File: config.mk
export PLATFORM = sky130hd
export DESIGN_NAME = bsg_link_oddr_tx_phy
export DESIGN_NICKNAME = d
export VERILOG_FILES = /design/src/rtl/bsg_link_oddr_tx_phy.sv
export SDC_FILE = /design/constraint.sdc
export NUM_CORES = 1
export LEC_CHECK = 0
export BUFFER_PORTS_ARGS = -buffer_cell sky130_fd_sc_hd__buf_4
export CAP_MARGIN = 30
export CORE_ASPECT_RATIO = 1.1
export CORE_MARGIN = 2
export CORE_UTILIZATION = 40
export CTS_CLUSTER_DIAMETER = 40
export DETAILED_ROUTE_END_ITERATION = 16
export GPL_TIMING_DRIVEN = 0
export PLACE_DENSITY_LB_ADDON = 0.1
export SYNTH_ARGS = -nofsm -noshare
export SYNTH_HDL_FRONTEND = slang
export SYNTH_SLANG_ARGS = --single-unit
File: constraint.sdc
create_clock -name clk_i -period 1.8 [get_ports clk_i]
set_clock_uncertainty 0.1 [all_clocks]
set_input_delay 0 -clock clk_i [delete_from_list [all_inputs] [get_ports clk_i]]
set_output_delay 0 -clock clk_i [all_outputs]
set_load 0.1 [all_outputs]
File: src/rtl/bsg_link_oddr_tx_phy.sv
// Output DDR PHY: serializes a 2*width_p word LSB-first with a centre-aligned forwarded clock.
// Define BSG_LINK_ODDR_CLK_GATE_EN to hold the forwarded clock low during idle slot pairs.
module bsg_link_oddr_tx_phy #(
    parameter int width_p = 8
) (
    input  logic                   clk_i,
    input  logic                   reset_n_i,
    input  logic                   valid_i,
    input  logic [2*width_p-1:0]   data_i,
    output logic                   ready_o,
    output logic [width_p-1:0]     data_r_o,
    output logic                   clk_r_o
);

    logic               phase_r;
    logic               active_r;
    logic [width_p-1:0] hi_r;
    logic               gate;

    assign ready_o = reset_n_i & phase_r;

`ifdef BSG_LINK_ODDR_CLK_GATE_EN
    assign gate = active_r;
`else
    assign gate = 1'b1;
`endif

    always_ff @(posedge clk_i or negedge reset_n_i) begin
        if (!reset_n_i) begin
            data_r_o <= '0;
            hi_r     <= '0;
            active_r <= 1'b0;
            phase_r  <= 1'b1;
        end else if (phase_r) begin
            phase_r <= 1'b0;
            if (valid_i) begin
                data_r_o <= data_i[width_p-1:0];
                hi_r     <= data_i[2*width_p-1:width_p];
                active_r <= 1'b1;
            end else begin
                data_r_o <= '0;
                active_r <= 1'b0;
            end
        end else begin
            data_r_o <= active_r ? hi_r : '0;
            phase_r  <= 1'b1;
        end
    end

    // Negedge flop puts the forwarded edges in the middle of each data slot.
    always_ff @(negedge clk_i or negedge reset_n_i) begin
        if (!reset_n_i) begin
            clk_r_o <= 1'b0;
        end else begin
            clk_r_o <= gate & ~phase_r;
        end
    end

endmodule

-- Word level (Yosys, flattened, before mapping)
Index checks and enable logic that the tools add are counted.
Widths: inputs -> output; s select.
- register bits: 19
- bits in latches: 0
- RAM bits: 0
- bits in read-only memories: 0
- input bits: 19
- word-level logic and storage cells: 13
- memories kept: 0
- $add $sub $neg: 0
- multipliers: 0
- div/mod/pow operators: 0
- magnitude comparators: 0
- eq/ne operators: 0
- shift-type cells: 0
- multiplexer cells: 5
- bitwise operators: 2
- reductions and logical operators: 1
- operators with widths (cell ; count):
    $mux 8 ; 3
    $mux 1 ; 2
    $reduce_and 2->1 ; 1
    $and 1x1->1 ; 1
    $not 1->1 ; 1

-- Logic depth before layout (Yosys ltp)
Gate-level depths: netlist of run 1.
- depth in word-level cells: 2
- mapped depth: 4
- mapped depth without buffers: 2

==> results of run 1 <==
area by class of cell:
class,instances,area [um^2]
inverters,1,3.75
repair buffers,47,410
fillers,125,447
plain buffers,3,30.0
clock buffers,4,26.3
flip-flops and latches,19,477
multi-input cells,20,199
well taps,17,21.3
path summary, 6_finish.rpt:
| path | to | slack, ns | depth (start not counted) |
|---|---|---|---|
| setup / recovery | clk_r_o | -0.12 | 1 |
| hold / removal | hi_r[6]$_DFFE_PN0P_ | 0.02 | 2 |
| setup reg to reg | clk_r_o$_DFF_NN0_ | 0.03 | 1 |
| hold reg to reg | data_r_o[2]$_DFF_PN0_ | 0.41 | 1 |
| max in group asynchronous | clk_r_o$_DFF_NN0_ | 0.56 | 2 |
| min in group clk_i | data_r_o[2]$_DFF_PN0_ | 0.36 | 3 |
sequential cells by signal, summed over array words and instances (netlist names):
signal and flops:
clk_r_o 1, data_r_o 8, phase_r 1, hi_r 8, active_r 1
per-layer routing:
layer	routed length, um	vias up	global-route usage
li1	-	257	-
met1	604	251	0.175
met2	759	17	0.276
met3	69	0	0.0333
met4	0	0	0.0545
met5	0	-	0
timing repair:
item	CTS	global route
hold buffers	18	0
gates resized for setup	3	0
setup buffers	0	1
hold endpoints to repair	34	0
setup endpoints to repair	1	2
cell families after synthesis:
kind of cell	share of synthesized area
mux	0.138
compound gates	0.102
flops	0.672
buf+inv	0.0476
simple gates	0.0406
synthesized netlist by cell type:
cell      instances
a22o_1            6
a32o_1            2
and2_1            1
and2_4            1
and2b_1           1
buf_6             1
buf_8             1
clkbuf_1          1
dfrtn_1           1
dfrtp_1          17
dfstp_2           1
inv_1             1
mux2_2            6
mux2_4            2
or2_1             1
where the power goes:
| part | internal, mW | switching [mW] |
|---|---|---|
| Clock | 0.0861 | 0.118 |
| Sequential | 0.459 | 0.0135 |
| Combinational | 0.101 | 0.151 |
| Total | 0.646 | 0.283 |
stage by stage:
step	area [um^2]	TNS [ns]	utilization
2_1_floorplan	709	-0.149	-
3_3_place_gp	941	0	0.583
3_5_place_dp	941	0	0.583
4_1_cts	1160	-0.125	0.719
5_1_grt	1170	-0.145	0.723
6_report	1170	-0.115	0.723
==> results.py, run 1 <==
metrics = {
    "run_status": {
        "status": "complete, but fails checks",
        "failed_checks": "setup timing",
    },
    "logic_synthesis": {
        "syn-num-nets": 62,
        "synth_largest_area_cell": "dfrtp_1",
        "synth_cell_types": 15,
        "synth_area_um2": 709,
        "syn_inst": 43,
        "ys_ff_latch": 19,
        "postSynthAreaPerCell_um2": 16.5,
        "yosysSeqAreaShare": 0.672,
        "synth_area_leaders": "dfrtp_1, mux2_2, a22o_1",
        "synthDominantCellAreaShare": 0.600,
        "synth-warning-count": 0,
    },
    "route": {
        "drt_iter0_drc": 2,
        "vias": 525,
        "drcViolationCount": 0,
        "dr.pass1.iters": 2,
        "wire_per_inst_um": 12.9,
        "antenna_left": 0,
        "vias_per_cell": 4.73,
        "wirelength_mm": 1.43,
    },
    "timing": {
        "slew_viol_final": 0,
        "setup_ws_ns": -0.115,
        "timing.hold.ws_ns": 0.0229,
        "final_hold_viol_count": 0,
        "setup_viol_count_final": 1,
        "worst_pin_slew_ns": 0.357,
        "timing.slew.headroom": 0.762,
        "rsz0062_at_grt": "yes",
    },
    "floorplan": {
        "die_y_um": 48.2,
        "die_area_um2": 2130,
        "die_x_um": 44.2,
        "core_um2": 1610,
        "row_count": 15,
        "start_util": 0.440,
        "ios": 29,
    },
    "critical_path": {
        "cp-startpoint": "clk_r_o$_DFF_NN0_",
        "cp_data_arrival_time_ns": 1.82,
        "reg2reg_from": "phase_r$_DFF_PN1_",
        "setup.worst_path.class": "reg -> out",
        "cp.required_ns": 1.70,
        "critPathSlowestCell": "dfrtn_1",
        "crit_family": "flip-flops",
        "worstPathCellList": "buf_12",
        "end_kind": "output port",
        "max_stage_delay_ns": 0.45,
        "path_buf_inv": 1,
        "critPathMaxFanout": 1,
        "startpoint_type": "flip-flop",
    },
    "global_routing": {
        "grt_overflow_total": 0,
        "grt_pass1_vias": 552,
        "antenna_found_initial": 0,
        "grt_pass1_wl_mm": 2.25,
        "track_usage": 0.150,
        "grt_max_degree": 21,
    },
    "cells_and_area": {
        "layout-drive-gt1-share": 0.468,
        "final_common_cell": "buf_4",
        "syn_to_final_growth_pct": 64.6,
        "diodes": 0,
        "mostFrequentLayoutCells": "buf_4, dlygate4sd3_1, dfrtp_1",
        "final_cells": 111,
        "nets": 114,
    },
    "power_and_ir_drop": {
        "vdd_drop_max_mv": 0.540,
        "leakage_nw": 0.579,
        "finalPower_mw": 0.928,
        "p_per_area_nw_per_um2": 795,
    },
    "place": {
        "place_ws_ns": 0.0272,
        "portBuffers": 28,
        "placed_cells": 88,
        "routabilityCongestion": 0.718,
    },
    "cts": {
        "clk_latency_ns": 0.28,
        "clkTransAtPathRegs_ns": 0.10,
        "cts_made_buffers": 3,
        "cts_tree": "yes",
        "cts_sinks": 19,
        "cts_root_buf": "clkbuf_4",
        "cts_buffer_depth": 2,
        "cts-htree-levels": 1,
    },
    "flow_run": {
        "maxCapViolCount": 0,
    },
    "worst_hold_path": {
        "min_path_type": "in -> async",
    },
}
No activity file was read; power rests on OpenSTA's default activity.
==> inputs of run 2 (changes only) <==
==> constraint.sdc (replaced) <==
create_clock -name clk_i -period 1.8 [get_ports clk_i]
set_clock_uncertainty 0.1 [all_clocks]
set_input_delay 0.27 -clock clk_i [delete_from_list [all_inputs] [get_ports clk_i]]
set_output_delay 0.27 -clock clk_i [all_outputs]
set_load 0.1 [all_outputs]
==> run 2 against run 1 <==
The flow still finishes with violations (setup timing). Register-to-register slack is essentially flat. Sequential share of layout area increased by 7.0 points. Non-clock buffer count shrank 17. Combinational power is 12% lower. Cell area decreased by 15%. Via count fell by 12%. Clock power about the same. Core utilization fell by 11 points. Count of clock-buffer cells in the layout unchanged. Flip-flop and latch count stayed put. Critical endpoint unchanged.
==> results.py, run 2 (same netlist as run 1, synthesis figures left out) <==
metrics = {
    "run_status": {
        "status": "complete, but fails checks",
        "failed_checks": "setup timing",
    },
    "critical_path": {
        "critPathMaxFanout": 1,
        "worstPathCellList": "buf_12",
        "path_buf_inv": 1,
        "cp_data_arrival_time_ns": 1.81,
        "max_stage_delay_ns": 0.45,
        "cp.required_ns": 1.43,
        "crit_family": "flip-flops",
        "startpoint_type": "flip-flop",
        "end_kind": "output port",
        "critPathSlowestCell": "dfrtn_1",
        "setup.worst_path.class": "reg -> out",
    },
    "floorplan": {
        "row_count": 15,
        "die_x_um": 44.2,
        "core_um2": 1610,
        "die_area_um2": 2130,
        "die_y_um": 48.2,
        "start_util": 0.440,
        "ios": 29,
    },
    "timing": {
        "slew_viol_final": 0,
        "setup_ws_ns": -0.384,
        "timing.slew.headroom": 0.464,
        "worst_pin_slew_ns": 0.802,
        "rsz0062_at_grt": "yes",
        "final_hold_viol_count": 0,
        "setup_viol_count_final": 1,
        "timing.hold.ws_ns": 0.0905,
    },
    "global_routing": {
        "grt_pass1_vias": 468,
        "grt_max_degree": 19,
        "track_usage": 0.134,
        "antenna_found_initial": 0,
        "grt_pass1_wl_mm": 1.99,
        "grt_overflow_total": 0,
    },
    "place": {
        "portBuffers": 28,
        "routabilityCongestion": 0.718,
        "dpl-instance-area_um2": 941,
    },
    "power_and_ir_drop": {
        "switching_share": 0.305,
        "intPower_mw": 0.622,
        "leakage_nw": 0.508,
        "p_per_area_nw_per_um2": 897,
        "p_seq_frac": 0.527,
        "power_frac_comb": 0.248,
        "finalPower_mw": 0.895,
        "p_sw_mw": 0.273,
        "vdd_drop_max_mv": 0.533,
        "power.share.clock": 0.225,
    },
    "cells_and_area": {
        "nets": 97,
        "diodes": 0,
        "syn_to_final_growth_pct": 40.6,
        "mostFrequentLayoutCells": "buf_4, dfrtp_1, a22o_1, mux2_2, clkbuf_4",
        "layout-drive-gt1-share": 0.571,
        "final_common_cell": "buf_4",
        "largestRegisters": "data_r_o (8), hi_r (8)",
        "fillers": 145,
        "fin_util": 0.618,
        "final_area_um2": 997,
    },
    "cts": {
        "cts_made_buffers": 3,
        "cts-htree-levels": 1,
        "cts_root_buf": "clkbuf_4",
        "cts_buffer_depth": 2,
        "clk_latency_ns": 0.28,
        "cts_tree": "yes",
        "cts_sinks": 19,
        "clkTransAtPathRegs_ns": 0.10,
    },
    "worst_hold_path": {
        "min_path_type": "in -> reg",
    },
    "route": {
        "antenna_left": 0,
        "dr.pass1.iters": 5,
        "drt_iter0_drc": 5,
        "wirelength_mm": 1.25,
        "drcViolationCount": 0,
        "wire_per_inst_um": 13.3,
        "vias": 461,
        "vias_per_cell": 4.90,
    },
    "flow_run": {
        "maxCapViolCount": 0,
    },
}
-- run 2: cell types whose count changed in the layout (fill, tap and decap cells not counted) --
cell	previous run	this run
dlygate4sd3_1	18	1
-- run 2: what timing repair did --
action,in CTS,in global routing
endpoints found under the setup margin,1,2
hold buffers,1,0
setup buffers,0,1
endpoints found under the hold margin,18,0
pin swaps,0,0
resized for setup,3,0
-- run 2: area by class of cell --
| class | count | area [um^2] | share of cell area |
|---|---|---|---|
| inverters | 1 | 3.75 | 0.00376 |
| plain buffers | 3 | 30.0 | 0.0301 |
| repair buffers | 30 | 240 | 0.241 |
| clock buffers | 4 | 26.3 | 0.0263 |
| multi-input cells | 20 | 199 | 0.199 |
| well taps | 17 | 21.3 | 0.0213 |
| flip-flops and latches | 19 | 477 | 0.478 |
-- run 2: worst paths after layout --
kind                                     start               endpoint  slack [ns]  cells after the start
max in group asynchronous            reset_n_i  data_r_o[6]$_DFF_PN0_        0.59                      2
min in group asynchronous            reset_n_i      clk_r_o$_DFF_NN0_        0.43                      1
setup reg to reg             phase_r$_DFF_PN1_      clk_r_o$_DFF_NN0_        0.03                      1
setup / recovery             clk_r_o$_DFF_NN0_                clk_r_o       -0.38                      1
hold / removal                       data_i[5]  data_r_o[5]$_DFF_PN0_        0.09                      2
hold reg to reg            hi_r[2]$_DFFE_PN0P_  data_r_o[2]$_DFF_PN0_        0.41                      1
-- run 2: stage by stage --
stage	setup WS [ns]	setup TNS (ns)	std cells
finish	-0.384	-0.384	94
global route	-0.413	-0.413	94
CTS	-0.395	-0.395	93
detailed placement	-0.129	-0.129	88
global placement	-0.119	-0.119	88
floorplan	-0.419	-0.419	43
-- run 2: power groups by stage --
stage	logic [mW]	clock network [mW]	registers (mW)
global route	0.232	0.226	0.475
CTS	0.224	0.216	0.472
finish	0.222	0.201	0.472
global placement	0.221	0	0.480
detailed placement	0.222	0	0.481
floorplan	0.0517	0	0.579
-- run 2: per-layer routing --
metal	track usage	vias to the layer above	wire (um)
met5	0	-	0
met4	0.0545	0	0
met3	0.0407	0	80
met2	0.235	17	655
met1	0.157	222	512
li1	-	222	-
==> inputs of run 3 (changes only) <==
--- a/config.mk
+++ b/config.mk
@@ -7,3 +7,2 @@
 export LEC_CHECK = 0
-export BUFFER_PORTS_ARGS = -buffer_cell sky130_fd_sc_hd__buf_4
 export CAP_MARGIN = 30
@@ -14,2 +13,3 @@
 export DETAILED_ROUTE_END_ITERATION = 16
+export DONT_BUFFER_PORTS = 1
 export GPL_TIMING_DRIVEN = 0
==> constraint.sdc (replaced) <==
create_clock -name clk_i -period 1.8 [get_ports clk_i]
set_clock_uncertainty 0.1 [all_clocks]
set_input_delay 0.54 -clock clk_i [delete_from_list [all_inputs] [get_ports clk_i]]
set_output_delay 0.54 -clock clk_i [all_outputs]
set_load 0.1 [all_outputs]
==> run 3 against run 2 <==
The run still ends with setup timing left. Die area unchanged. Largest power group unchanged. Non-clock buffer count fell by 27. Worst setup slack worse by 0.62 ns.
==> results.py, run 3 (same netlist as run 1, synthesis figures left out) <==
metrics = {
    "route": {
        "dr.pass1.iters": 2,
        "wire_per_inst_um": 17.3,
        "vias": 371,
        "drcViolationCount": 0,
        "wirelength_mm": 1.16,
        "antenna_left": 0,
        "vias_per_cell": 5.54,
        "drt_iter0_drc": 1,
    },
    "critical_path": {
        "cp_data_arrival_time_ns": 2.17,
        "startpoint_type": "flip-flop",
        "regToRegEndpoint": "clk_r_o$_DFF_NN0_",
        "crit_end": "clk_r_o",
        "rr_worst_depth": 1,
        "cp.required_ns": 1.16,
        "cp-startpoint": "clk_r_o$_DFF_NN0_",
        "end_kind": "output port",
        "cp.depth": 0,
        "setup.worst_path.class": "reg -> out",
        "critPathMaxFanout": 1,
        "reg2reg_from": "phase_r$_DFF_PN1_",
        "rrSetupSlack_ns": 0.04,
    },
    "timing": {
        "slew_viol_final": 0,
        "timing.slew.headroom": 0.417,
        "setup_ws_ns": -1.01,
        "tns_ns": -1.13,
        "worst_pin_slew_ns": 0.875,
        "setup_viol_count_final": 4,
        "rsz0062_at_grt": "yes",
        "final_hold_viol_count": 0,
    },
    "cells_and_area": {
        "final_area_um2": 793,
        "syn_to_final_growth_pct": 11.8,
        "layout-drive-gt1-share": 0.500,
        "largestRegisters": "data_r_o (8), hi_r (8)",
        "diodes": 0,
        "nets": 70,
        "final_common_cell": "dfrtp_1",
        "final_cells": 67,
        "mostFrequentLayoutCells": "dfrtp_1, a22o_1, mux2_2, dfrtp_2, clkbuf_4",
    },
    "power_and_ir_drop": {
        "vdd_drop_max_mv": 0.438,
        "p_per_area_nw_per_um2": 1070,
        "finalPower_mw": 0.847,
        "leakage_nw": 0.366,
    },
    "run_status": {
        "failed_checks": "setup timing",
        "status": "complete, but fails checks",
    },
    "place": {
        "portBuffers": 0,
        "routabilityCongestion": 0.664,
        "placed_cells": 60,
        "place_ws_ns": -0.699,
        "dp_hpwl_um": 878,
        "dpl-instance-area_um2": 732,
    },
    "global_routing": {
        "grt_pass1_wl_mm": 1.83,
        "track_usage": 0.127,
        "grt_pass1_vias": 401,
        "grt_overflow_total": 0,
        "antenna_found_initial": 0,
        "grt_max_degree": 19,
    },
    "floorplan": {
        "ios": 29,
        "die_area_um2": 2130,
        "die_x_um": 44.2,
        "row_count": 15,
        "die_y_um": 48.2,
        "core_um2": 1610,
        "start_util": 0.440,
    },
    "flow_run": {
        "maxCapViolCount": 0,
    },
    "cts": {
        "cts_made_buffers": 3,
        "clkTransAtPathRegs_ns": 0.10,
        "cts-htree-levels": 1,
        "cts_buffer_depth": 2,
        "cts_root_buf": "clkbuf_4",
        "clk_latency_ns": 0.29,
        "cts_tree": "yes",
        "cts_sinks": 19,
    },
    "worst_hold_path": {
        "min_path_type": "in -> reg",
    },
}
## run 3: power breakdown
part / internal [mW] / switching, mW / total, mW
Sequential: 0.459 / 0.118 / 0.577
Clock: 0.0826 / 0.122 / 0.204
Combinational: 0.0354 / 0.0307 / 0.0661
Total: 0.577 / 0.270 / 0.847
## run 3: worst min path at each step
stage,start,end,slack [ns],cells after the start
final,data_i[0],data_r_o[0]$_DFF_PN0_,0.28,1
after global placement,reset_n_i,data_r_o[5]$_DFF_PN0_,0.14,0
after floorplan,reset_n_i,active_r$_DFFE_PN0P_,0.14,0
after global routing,data_i[5],data_r_o[5]$_DFF_PN0_,0.26,1
after detailed placement,reset_n_i,data_r_o[5]$_DFF_PN0_,0.14,0
after CTS,data_i[0],data_r_o[0]$_DFF_PN0_,0.26,1
## run 3: per-stage QoR
step                utilization  hold WS, ns
floorplan                     -        0.144
global placement          0.453        0.145
detailed placement        0.453        0.145
CTS                       0.486        0.264
global route              0.491        0.263
finish                    0.491        0.276
## run 3: final cells by class
class	instances	area [um^2]
multi-input cells	20	201
well taps	17	21.3
fillers	155	821
flip-flops and latches	19	484
inverters	1	3.75
repair buffers	3	25.0
clock buffers	3	22.5
plain buffers	3	30.0
clock inverters	1	5.00
## run 3: timing repair
| action | 4_1_cts | 5_1_grt |
|---|---|---|
| setup buffers | 1 | 1 |
| pin swaps | 1 | 1 |
| endpoints found under the hold margin | 18 | 0 |
| hold buffers | 1 | 0 |
| setup endpoints to repair | 10 | 6 |
| gates resized for setup | 6 | 1 |
## run 3: per-layer routing
metal / vias to the layer above / GRT usage / share of wire
met5: - / 0 / 0
met4: 0 / 0.0727 / 0
met3: 0 / 0.0593 / 0.10
met2: 20 / 0.218 / 0.52
met1: 185 / 0.131 / 0.38
li1: 166 / - / -
